## src/rtl/sig_debounce_pkg.sv

```systemverilog
// Shared definitions for the sig_debounce block: FSM encodings, default
// configuration values and a configuration legality helper.
package sig_debounce_pkg;

  // Default configuration: 4-bit stability counter, 8 stable cycles to accept.
  localparam int unsigned DEF_CNT_W         = 4;
  localparam int unsigned DEF_STABLE_CYCLES = 8;

  // Two-state debounce FSM. IDLE: input agrees with dout. COUNT: input
  // disagrees and is being timed.
  typedef enum logic {
    ST_IDLE  = 1'b0,
    ST_COUNT = 1'b1
  } deb_state_e;

  // True when the stability count fits the counter without wrapping.
  // Counter widths are limited to 1..31 so the range math stays in 32 bits.
  function automatic bit cfg_legal(input int unsigned stable_cycles,
                                   input int unsigned cnt_w);
    int unsigned max_cnt;
    if (cnt_w < 1 || cnt_w > 31) begin
      return 1'b0;
    end
    max_cnt = (32'd1 << cnt_w) - 32'd1;
    return (stable_cycles >= 1) && (stable_cycles <= max_cnt);
  endfunction

endpackage

```

## src/rtl/sync_2ff.sv

```systemverilog
// Two-flop synchronizer for a single-bit level. Both flops clear to 0 on the
// asynchronous active-low reset. Used by sig_debounce when DEBOUNCE_SYNC_EN
// is defined.
module sync_2ff (
  input  logic clk,
  input  logic rst,
  input  logic d,
  output logic q
);

  logic meta_q;

  // First flop may go metastable; the second gives it a full cycle to settle.
  always_ff @(posedge clk or negedge rst) begin
    if (!rst) begin
      meta_q <= 1'b0;
      q      <= 1'b0;
    end else begin
      meta_q <= d;
      q      <= meta_q;
    end
  end

endmodule

```

## src/rtl/sig_debounce.sv

```systemverilog
// Debouncer for a single-bit level: dout follows the sampled input only after
// it has differed from dout for STABLE_CYCLES consecutive enabled edges.
// Emits one-cycle rise/fall pulses when dout flips; busy marks a count in
// progress.
// Build option: define DEBOUNCE_SYNC_EN to sample din through a 2-flop
// synchronizer (asynchronous din). Undefined: one register on din, for
// clk-domain sources only.
module sig_debounce
  import sig_debounce_pkg::*;
#(
  parameter int unsigned CNT_W         = DEF_CNT_W,
  parameter int unsigned STABLE_CYCLES = DEF_STABLE_CYCLES
) (
  input  logic clk,
  input  logic rst,
  input  logic en,
  input  logic din,
  output logic dout,
  output logic rise,
  output logic fall,
  output logic busy
);

  // Refuse to build a counter that could wrap before reaching the target.
  if (!cfg_legal(STABLE_CYCLES, CNT_W)) begin : g_bad_cfg
    $error("sig_debounce: STABLE_CYCLES must be in 1..2**CNT_W-1");
  end

  // Count value held on the edge that accepts the new level.
  localparam logic [CNT_W-1:0] LAST_CNT = CNT_W'(STABLE_CYCLES - 1);

  logic             s;
  deb_state_e       state_q;
  logic [CNT_W-1:0] cnt_q;

`ifdef DEBOUNCE_SYNC_EN
  // Asynchronous din: FSM sees din two edges after it changes.
  sync_2ff u_sync (
    .clk (clk),
    .rst (rst),
    .d   (din),
    .q   (s)
  );
`else
  // Same-domain din: a single sampling register is enough.
  always_ff @(posedge clk or negedge rst) begin
    if (!rst) begin
      s <= 1'b0;
    end else begin
      s <= din;
    end
  end
`endif

  // Debounce FSM, stability counter and registered outputs. en=0 freezes
  // everything except the pulses, which always clear after one cycle.
  always_ff @(posedge clk or negedge rst) begin
    if (!rst) begin
      state_q <= ST_IDLE;
      cnt_q   <= '0;
      dout    <= 1'b0;
      rise    <= 1'b0;
      fall    <= 1'b0;
      busy    <= 1'b0;
    end else begin
      rise <= 1'b0;
      fall <= 1'b0;
      if (en) begin
        unique case (state_q)
          ST_IDLE: begin
            if (s != dout) begin
              if (STABLE_CYCLES == 1) begin
                // Single-cycle stability: accept on the first disagreeing edge.
                dout  <= s;
                rise  <= s;
                fall  <= ~s;
                cnt_q <= '0;
              end else begin
                state_q <= ST_COUNT;
                cnt_q   <= CNT_W'(1);
                busy    <= 1'b1;
              end
            end else begin
              cnt_q <= '0;
            end
          end
          ST_COUNT: begin
            if (s == dout) begin
              // Input bounced back before the count finished: drop it quietly.
              state_q <= ST_IDLE;
              cnt_q   <= '0;
              busy    <= 1'b0;
            end else if (cnt_q == LAST_CNT) begin
              dout    <= s;
              rise    <= s;
              fall    <= ~s;
              state_q <= ST_IDLE;
              cnt_q   <= '0;
              busy    <= 1'b0;
            end else begin
              cnt_q <= cnt_q + 1'b1;
            end
          end
          default: begin
            state_q <= ST_IDLE;
            cnt_q   <= '0;
            busy    <= 1'b0;
          end
        endcase
      end
    end
  end

endmodule
```

## config.mk

```make
export PLATFORM = sky130hd
export DESIGN_NAME = sig_debounce
export DESIGN_NICKNAME = d
export VERILOG_FILES = /design/src/rtl/sig_debounce_pkg.sv /design/src/rtl/sync_2ff.sv /design/src/rtl/sig_debounce.sv
export SDC_FILE = /design/constraint.sdc
export NUM_CORES = 1
export LEC_CHECK = 0
export BUFFER_PORTS_ARGS = -buffer_cell sky130_fd_sc_hd__buf_4
export CAP_MARGIN = 20
export CORE_MARGIN = 2
export CORE_UTILIZATION = 28
export DETAILED_ROUTE_END_ITERATION = 12
export PLACE_DENSITY_LB_ADDON = 0.12
export SLEW_MARGIN = 20
export SYNTH_ARGS = -nofsm -noshare
export SYNTH_HDL_FRONTEND = slang
export SYNTH_SLANG_ARGS = --single-unit
export TNS_END_PERCENT = 30
```

## constraint.sdc

```tcl
create_clock -name clk -period 1.5 [get_ports clk]
set_input_delay 0.15 -clock clk [delete_from_list [all_inputs] [get_ports clk]]
set_output_delay 0.15 -clock clk [all_outputs]
set_load 0.005 [all_outputs]
```

==> results.toml, run 1 <==
[run_status]
status = "finished, final reports clean"

[timing]
fmax_mhz = 738.4
maxSlewHeadroom_pct = 82.83
post-route-min-period_ns = 1.354
worst_slew_pin_slew_ns = 0.2566
hold_slack_ns = 0.1676
fin_tns_setup_ns = 0
hold_viol = 0
grt_setup_unrepaired = "false"
worst_slack_ns = 0.1458
fin_skew_ns = 0.001517
drv_slew = 0
setup_viol = 0
final.period_utilization_pct = 90.28

[synthesis]
syn_nets = 46
yosysWarnings = 0
yosysSeqAreaShare_pct = 52.91
synth_cells = 41
ys_ff_latch = 10
netlist_area_sq_um = 473.0
syn_area_per_cell_sq_um = 11.54
yosysUniqueCellTypes = 21

[hold_path]
min_path_cells = 2
min_path_type = "primary input to register"
hold_start = "en"
hold_end = "cnt_q[2]$_DFFE_PN0P_"

[die]
die_width_microns = 45.10
die_h_microns = 45.10
initial_utilization_pct = 30.68
pin_count = 8
die-area_sq_mm = 0.002034
core_sq_mm = 0.001541
fp-row-count = 14

[pwr]
p_per_area_mw_per_mm2 = 1040
vdd_drop_max_mv = 0.4186
power.leakage_nw = 0.2761

[critical_path]
crit_type = "register to register"
required_ns = 1.66
path_cells = "ha_1 > and3_1 > nand3_2 > mux2_4"
cp_top_family = "flip-flops"
endpoint_kind = "register"
crit_buf_inv = 0
r2r_slack_ns = 0.15
critical_path.slowest_cell = "dfrtp_1"
critPathMaxFanout = 5
startpoint_type = "register"
r2r_cells = 4
critical-path-max-stage-delay_ns = 0.41
reg2reg_to = "dout$_DFFE_PN0P_"
critPathArrivalTime_ns = 1.51
reg2reg_from = "cnt_q[0]$_DFFE_PN0P_"

[route]
met3RoutedLength_microns = 29
drt-wirelength-per-cell_microns = 12.49
dr_wl_met2_microns = 409
drtAntennaViolNets = 0
drt-pass1-iter-count = 4
top_layer = "met4"
vias_per_cell = 4.986
wl_microns = 862
num_vias = 344
route.detailed.drc = 0
drtIter0Drc = 8
wl_met1_microns = 398

[cts]
cts_tree = "built"
cts_made_buffers = 3
cts_sinks = 10
post_cts.repair.setup_buffers = 0
ctsRootBufferMaster = "clkbuf_4"
hold_buffers = 2
post_cts_resized = 0
htree_levels = 1
clock_latency_ns = 0.27
cts.path.max_buffers = 2
path_clk_slew_ns = 0.07

[layout]
drive_gt1_share_pct = 30.19
fin_util_pct = 38.56
areaGrowthSynthToFinish_pct = 25.66
n_antenna_cell = 0
layout.nets = 59

[place]
gp_congestion = 0.8231
dp_hpwl_microns = 601
io_buffer_count = 7
post-place-ws_ns = 0.1606

[global_routing]
antenna_found_initial = 0
grt.total_usage_pct = 11.14
grt-ovfl-total = 0
grt_pass1_vias = 350
grt_pass1_wl_microns = 1580
grt_max_degree = 13

[run]
maxCapViolations = 0
==> layout make-up <==
type,instances,area (sq um)
clock buffer,4,36.28
fill,153,947.2
inverter,3,11.26
multi-input combinational,27,203.9
sequential,10,250.2
tap,16,20.02
timing repair buffer,9,72.57
==> worst max path at each step <==
stage	startpoint	cells after the start	end	slack, ns
floorplan	cnt_q[0]$_DFFE_PN0P_	4	dout$_DFFE_PN0P_	0.21
global placement	cnt_q[0]$_DFFE_PN0P_	4	dout$_DFFE_PN0P_	0.18
detailed placement	cnt_q[0]$_DFFE_PN0P_	4	dout$_DFFE_PN0P_	0.16
CTS	cnt_q[0]$_DFFE_PN0P_	4	dout$_DFFE_PN0P_	0.15
global route	cnt_q[0]$_DFFE_PN0P_	4	dout$_DFFE_PN0P_	0.09
finish	cnt_q[0]$_DFFE_PN0P_	4	dout$_DFFE_PN0P_	0.15
==> cells by family (layout without fill, tap and decap cells) <==
group / Yosys count / in the layout / share of synthesized area [%]
and+or+nand+nor: 11 / 11 / 14.82
DFF: 10 / 10 / 52.91
muxes: 4 / 4 / 10.05
adders and majority gates: 1 / 1 / 2.645
xor gates and xnor gates: 2 / 2 / 3.704
AOI/OAI and AO/OA: 9 / 9 / 11.91
buffers and inverters: 4 / 16 / 3.969
==> state kept, by name, summed over array words and instances (netlist names) <==
signal	count
cnt_q	4
rise	1
busy	1
s	1
dout	1
fall	1
state_q	1
==> worst register-to-register path: cells and delay by family (launching register included) <==
kind	cells	cell delay, ns
AND/OR/NAND/NOR	2	0.29
flip-flops	1	0.41
adder cells (fa/ha/maj)	1	0.25
multiplexers	1	0.30
==> placed cells by master, fill, tap and decap left out <==
cell           Yosys  final
a21oi_1            2      2
a31o_2             1      1
and3_1             1      1
and3b_1            1      1
buf_4              1      7
clkbuf_4           0      3
clkbuf_8           0      1
dfrtp_1           10     10
dlygate4sd3_1      0      2
ha_1               1      1
inv_1              3      3
mux2_2             2      2
mux2_4             1      1
mux2i_1            1      1
nand2_1            3      3
nand3_1            1      1
nand3_2            1      1
nor2b_1            1      1
nor3b_1            3      3
o21ai_0            2      2
o22ai_1            3      3
o2bb2ai_1          1      1
xnor2_1            1      1
xor2_1             1      1
==> power breakdown <==
group | total [W] | internal, W | switching, W
registers | 0.000303 | 0.000285 | 0.0000172
logic | 0.0000657 | 0.0000366 | 0.0000292
clock network | 0.000250 | 0.000148 | 0.000102
total | 0.000618 | 0.000470 | 0.000149
==> metal layers <==
layer  up-vias  track usage, %
li1        168               -
met1       166           13.57
met2         6           16.86
met3         4           2.400
met4         0           8.824
met5         -               0
==> cells in the mapped netlist, drive strengths merged <==
library cell | count | share of area (%)
dfrtp | 10 | 53
xnor2 | 1 | 1.9
and3 | 1 | 1.3
mux2i | 1 | 2.1
mux2 | 3 | 7.9
buf | 1 | 1.6
a31o | 1 | 1.9
o21ai | 2 | 2.1
nand2 | 3 | 2.4
nand3 | 2 | 3.2
ha | 1 | 2.6
inv | 3 | 2.4
o22ai | 3 | 4.0
nor2b | 1 | 1.3
nor3b | 3 | 4.8
o2bb2ai | 1 | 1.9
a21oi | 2 | 2.1
xor2 | 1 | 1.9
and3b | 1 | 1.9
==> through the flow <==
| step | area (sq um) | total power, W | std cells |
|---|---|---|---|
| detailed placement | 538.0 | 0.0003697 | 63 |
| finish | 594.3 | 0.0006182 | 69 |
| global placement | 538.0 | 0.0003680 | 63 |
| CTS | 594.3 | 0.0006255 | 69 |
| global route | 594.3 | 0.0006546 | 69 |
| floorplan | 473.0 | 0.0003419 | 41 |
(Power assumes the default switching activity.)
==> run 2: changes to the inputs <==
--- a/config.mk
+++ b/config.mk
@@ -10,7 +10,7 @@
 export CORE_MARGIN = 2
 export CORE_UTILIZATION = 28
 export DETAILED_ROUTE_END_ITERATION = 12
-export PLACE_DENSITY_LB_ADDON = 0.12
+export PLACE_DENSITY = 0.45
 export SLEW_MARGIN = 20
 export SYNTH_ARGS = -nofsm -noshare
 export SYNTH_HDL_FRONTEND = slang
==> run 2 against run 1 <==
Compared with the run above: clock power shrank 6%; combinational power barely moved; critical path depth is the same; final cell count did not move; clock-buffer cell count unchanged; register-to-register slack about the same; routed wire length shrank 7.1%; critical path type unchanged; highest routed layer unchanged.
==> results.toml, run 2 (same netlist as run 1, synthesis figures left out) <==
[run_status]
status = "finished, final reports clean"

[layout]
mostFrequentLayoutCell = "dfrtp_1"
layout.nets = 59
num-fill-cells = 155
areaGrowthSynthToFinish_pct = 25.66
n_antenna_cell = 0
drive_gt1_share_pct = 30.19
fin_cells = 69
largest_reg_flops = 4
mostFrequentLayoutCells = "10 x dfrtp_1, 7 x buf_4"
largest-register = "cnt_q"

[critical_path]
reg2reg_from = "cnt_q[0]$_DFFE_PN0P_"
critPathArrivalTime_ns = 1.49
critPathMaxFanout = 5
endpoint_kind = "register"
startpoint_type = "register"
crit_type = "register to register"
critical-path-max-stage-delay_ns = 0.40
startpoint = "cnt_q[0]$_DFFE_PN0P_"
cp_top_family = "flip-flops"
critical_path.slowest_cell = "dfrtp_1"
required_ns = 1.64
path_cells = "ha_1 > and3_1 > nand3_2 > mux2_4"
crit_buf_inv = 0

[timing]
fin_tns_setup_ns = 0
fmax_mhz = 742.3
post-route-min-period_ns = 1.347
worst_slew_pin_slew_ns = 0.2576
fin_skew_ns = 0.0001552
maxSlewHeadroom_pct = 82.77
final.period_utilization_pct = 89.81
grt_setup_unrepaired = "false"
setup_viol = 0
drv_slew = 0
hold_viol = 0

[pwr]
power.leakage_nw = 0.2761
vdd_drop_max_mv = 0.4726
p_per_area_mw_per_mm2 = 1013

[die]
fp-row-count = 14
die_h_microns = 45.10
core_sq_mm = 0.001541
die_width_microns = 45.10
pin_count = 8
initial_utilization_pct = 30.68
die-area_sq_mm = 0.002034

[global_routing]
grt.total_usage_pct = 9.917
grt_max_degree = 13
grt_pass1_vias = 343
antenna_found_initial = 0
grt_pass1_wl_microns = 1435
grt-ovfl-total = 0

[cts]
path_clk_slew_ns = 0.06
post_cts_resized = 0
clock_latency_ns = 0.25
cts_made_buffers = 3
hold_buffers = 2
ctsRootBufferMaster = "clkbuf_4"
htree_levels = 1
cts_tree = "built"
cts.path.max_buffers = 2
cts_sinks = 10
post_cts.repair.setup_buffers = 0

[hold_path]
hold_start = "en"
min_path_type = "primary input to register"

[place]
gp_congestion = 0.8569
dp_hpwl_microns = 587
dp_cells = 63
io_buffer_count = 7

[route]
drt-pass1-iter-count = 4
route.detailed.drc = 0
num_vias = 340
drt-wirelength-per-cell_microns = 11.61
drtIter0Drc = 15
drtAntennaViolNets = 0
vias_per_cell = 4.928
wl_microns = 801

[run]
maxCapViolations = 0
[run 2: cell counts in the layout (fill, tap and decap cells not counted)]
Identical to the previous run, type by type.
[run 2: worst register-to-register path, delay by kind of cell (launching register included)]
| family | cells | cell delay, ns |
|---|---|---|
| fa+ha+maj | 1 | 0.25 |
| simple gates | 2 | 0.29 |
| mux | 1 | 0.30 |
| flops | 1 | 0.40 |
[run 2: report_power, final]
group | switching (W) | leakage, nW | internal [W]
registers | 0.0000172 | 0.130 | 0.000286
clock network | 0.0000869 | 0.0210 | 0.000147
logic | 0.0000287 | 0.125 | 0.0000367
[run 2: path summary, 6_finish.rpt]
kind | endpoint | slack, ns | depth (start not counted)
worst min register to register | busy$_DFFE_PN0P_ | 0.53 | 1
worst max-delay path | dout$_DFFE_PN0P_ | 0.15 | 4
min in group asynchronous | cnt_q[3]$_DFFE_PN0P_ | 0.26 | 2
max in group asynchronous | s$_DFF_PN0_ | 1.10 | 2
worst min-delay path | cnt_q[2]$_DFFE_PN0P_ | 0.18 | 2
worst max register to register | dout$_DFFE_PN0P_ | 0.15 | 4
[run 2: metrics by stage]
| stage | util (%) | area, sq um | total power [W] | setup slack, ns | hold slack, ns |
|---|---|---|---|---|---|
| floorplan | - | 473.0 | 0.0003419 | 0.2139 | -0.1456 |
| global placement | 34.90 | 538.0 | 0.0003676 | 0.1831 | -0.01686 |
| detailed placement | 34.90 | 538.0 | 0.0003691 | 0.1615 | -0.01322 |
| CTS | 38.56 | 594.3 | 0.0006138 | 0.1508 | 0.1727 |
| global route | 38.56 | 594.3 | 0.0006438 | 0.1085 | 0.1956 |
| finish | 38.56 | 594.3 | 0.0006021 | 0.1528 | 0.1798 |
[run 2: final cells by class]
cell class	instances	area [sq um]	area share [%]
clock buffer	4	36.28	6.105
inverter	3	11.26	1.895
multi-input combinational	27	203.9	34.32
sequential	10	250.2	42.11
tap	16	20.02	3.368
timing repair buffer	9	72.57	12.21
[run 2: per-layer routing]
layer	share of wire [%]	track usage, %	vias to the layer above	wire length [microns]
met5	0	0	-	0
li1	-	-	170	-
met3	3.6	2.400	2	29
met1	45	11.14	158	357
met2	51	17.14	10	408
met4	0.62	5.294	0	5
==> run 3: changes to the inputs <==
--- a/config.mk
+++ b/config.mk
@@ -7,12 +7,15 @@
 export LEC_CHECK = 0
 export BUFFER_PORTS_ARGS = -buffer_cell sky130_fd_sc_hd__buf_4
 export CAP_MARGIN = 20
+export CELL_PAD_IN_SITES_DETAIL_PLACEMENT = 1
+export CELL_PAD_IN_SITES_GLOBAL_PLACEMENT = 1
 export CORE_MARGIN = 2
 export CORE_UTILIZATION = 28
 export DETAILED_ROUTE_END_ITERATION = 12
-export PLACE_DENSITY = 0.45
+export PLACE_DENSITY = 0.53
 export SLEW_MARGIN = 20
 export SYNTH_ARGS = -nofsm -noshare
 export SYNTH_HDL_FRONTEND = slang
+export SYNTH_HIERARCHICAL = 1
 export SYNTH_SLANG_ARGS = --single-unit
 export TNS_END_PERCENT = 30
==> run 3 against run 2 <==
Compared with the run above: routed wire length grew 27%; largest cell class unchanged; clock power is 25% lower; critical path type unchanged; highest routed layer is now met3; register-to-register slack got worse by 0.02 ns; via count increased by 4.1%.
==> results.toml, run 3 <==
[layout]
largest-register = "cnt_q"
largest_reg_flops = 4
final_area_sq_um = 580.6
mostFrequentLayoutCells = "10 x dfrtp_1, 7 x buf_4"
mostFrequentLayoutCell = "dfrtp_1"
areaGrowthSynthToFinish_pct = 22.75
n_antenna_cell = 0
drive_gt1_share_pct = 28.85
layout.nets = 59

[global_routing]
antenna_found_initial = 0
grt.total_usage_pct = 13.30
grt_max_degree = 13
grt_pass1_vias = 420
grt-ovfl-total = 0
grt_pass1_wl_microns = 1849

[synthesis]
syn_nets = 46
ys_top_cells_by_count = "10 x dfrtp_1, 3 x inv_1, 3 x nand2_1, 3 x nor3b_1, 3 x o22ai_1"
synth_top_area_share_pct = 52.91
netlist_area_sq_um = 473.0
yosysWarnings = 6
yosysMostFrequentCell = "dfrtp_1"
synth_top_area_cell = "dfrtp_1"
synth-main-ff-cell = "dfrtp_1"
synth_cells = 41
yosysUniqueCellTypes = 21
yosysSeqAreaShare_pct = 52.91
synth_edf_count = 0
async_flop_share_pct = 100.0
ys_ff_latch = 10
ys_top_cells_by_area = "dfrtp_1 53%, mux2_2 4.8%, nor3b_1 4.8%, o22ai_1 4.0%, mux2_4 3.2%"
syn_area_per_cell_sq_um = 11.54

[run]
maxCapViolations = 0

[place]
io_buffer_count = 7
dpl_cell_area_sq_um = 538.0
post-place-ws_ns = 0.1376
dp_hpwl_microns = 773.7
gp_congestion = 0.6918

[pwr]
power.leakage_nw = 0.2689
power_frac_seq_pct = 55.6
p_comb_share_pct = 12.4
vdd_drop_max_mv = 0.5358
switching_share_pct = 23.88
p_per_area_mw_per_mm2 = 939.1
p_sw_w = 0.0001302
p_clk_share_pct = 32.0
internal-power_w = 0.0004150

[timing]
worst_slack_ns = 0.1317
drv_slew = 0
worst_slew_pin_slew_ns = 0.2389
hold_viol = 0
fin_skew_ns = 0.007282
post-route-min-period_ns = 1.368
fmax_mhz = 730.8
maxSlewHeadroom_pct = 84.02
hold_slack_ns = 0.1803
fin_tns_setup_ns = 0
final.period_utilization_pct = 91.22
setup_viol = 0
grt_setup_unrepaired = "false"

[hold_path]
min_path_type = "primary input to register"

[cts]
post_cts.repair.setup_buffers = 0
cts_made_buffers = 3
cts_tree = "built"
cts.path.max_buffers = 2
htree_levels = 1
hold_buffers = 2
cts_sinks = 10
path_clk_slew_ns = 0.06
ctsRootBufferMaster = "clkbuf_4"
clock_latency_ns = 0.26
post_cts_resized = 0

[die]
die_h_microns = 45.10
core_sq_mm = 0.001541
fp-row-count = 14
die_width_microns = 45.10
pin_count = 8
initial_utilization_pct = 30.68
die-area_sq_mm = 0.002034

[route]
top_layer = "met3"
met3RoutedLength_microns = 55
drtAntennaViolNets = 0
vias_per_cell = 5.206
wl_microns = 1020
drt-wirelength-per-cell_microns = 15.00
dr_wl_met2_microns = 540
drtIter0Drc = 0
route.detailed.drc = 0
num_vias = 354
drt-pass1-iter-count = 1
wl_met1_microns = 423

[critical_path]
required_ns = 1.65
endpoint_kind = "register"
critical_path.slowest_cell = "dfrtp_1"
critical-path-max-stage-delay_ns = 0.40
crit_buf_inv = 0
cp_top_family = "flip-flops"
critPathArrivalTime_ns = 1.52
crit_type = "register to register"
critPathMaxFanout = 5
path_cells = "ha_1 > and3_1 > nand3_2 > mux2_4"
startpoint_type = "register"

[run_status]
status = "finished, final reports clean"
==> run 3: cell counts after synthesis <==
No cell type changed its count.
==> run 3: kinds of logic (layout without fill, tap and decap cells) <==
family,after synthesis,count (layout),share of synthesized area (%)
xor+xnor,2,2,3.704
fa+ha+maj,1,1,2.645
mux,4,4,10.05
compound gates,9,9,11.91
flops,10,10,52.91
buf+inv,4,15,3.969
simple gates,11,11,14.82
==> run 3: worst register-to-register path, cell delays in order (launching register included) <==
cell and delay (ns):
dfrtp_1 0.40, ha_1 0.26, and3_1 0.20, nand3_2 0.10, mux2_4 0.30
==> run 3: power groups by stage <==
stage | logic [W] | registers, W | clock network, W
5_1_grt | 0.0000772 | 0.000307 | 0.000199
3_3_place_gp | 0.0000619 | 0.000307 | 0
6_report | 0.0000677 | 0.000303 | 0.000175
3_5_place_dp | 0.0000649 | 0.000308 | 0
2_1_floorplan | 0.0000379 | 0.000304 | 0
4_1_cts | 0.0000693 | 0.000303 | 0.000183
==> run 3: layer usage <==
metal  GRT usage (%)  vias to the layer above
met5               0                        -
met4           3.529                        0
met3           7.200                        0
met2           22.57                        7
met1           14.32                      180
li1                -                      167
==> run 3: path summary, 6_finish.rpt <==
kind | start | slack (ns) | cells after the start | to
max in group asynchronous | rst | 1.10 | 2 | cnt_q[0]$_DFFE_PN0P_
worst min-delay path | en | 0.18 | 2 | cnt_q[2]$_DFFE_PN0P_
worst max register to register | cnt_q[0]$_DFFE_PN0P_ | 0.13 | 4 | dout$_DFFE_PN0P_
min in group asynchronous | rst | 0.25 | 2 | cnt_q[3]$_DFFE_PN0P_
worst max-delay path | cnt_q[0]$_DFFE_PN0P_ | 0.13 | 4 | dout$_DFFE_PN0P_
worst min register to register | busy$_DFFE_PN0P_ | 0.52 | 1 | busy$_DFFE_PN0P_
==> run 3: final cells by class <==
class	instances	area (sq um)
inverter	3	11.26
clock buffer	3	22.52
fill	178	960.9
tap	16	20.02
sequential	10	250.2
timing repair buffer	9	72.57
multi-input combinational	27	203.9
==> run 3: metrics by stage <==
stage	total power [W]	cells	util, %
6_report	0.0005452	68	37.66
5_1_grt	0.0005834	68	37.66
4_1_cts	0.0005556	68	37.66
3_5_place_dp	0.0003730	63	34.90
3_3_place_gp	0.0003687	63	34.90
2_1_floorplan	0.0003419	41	-
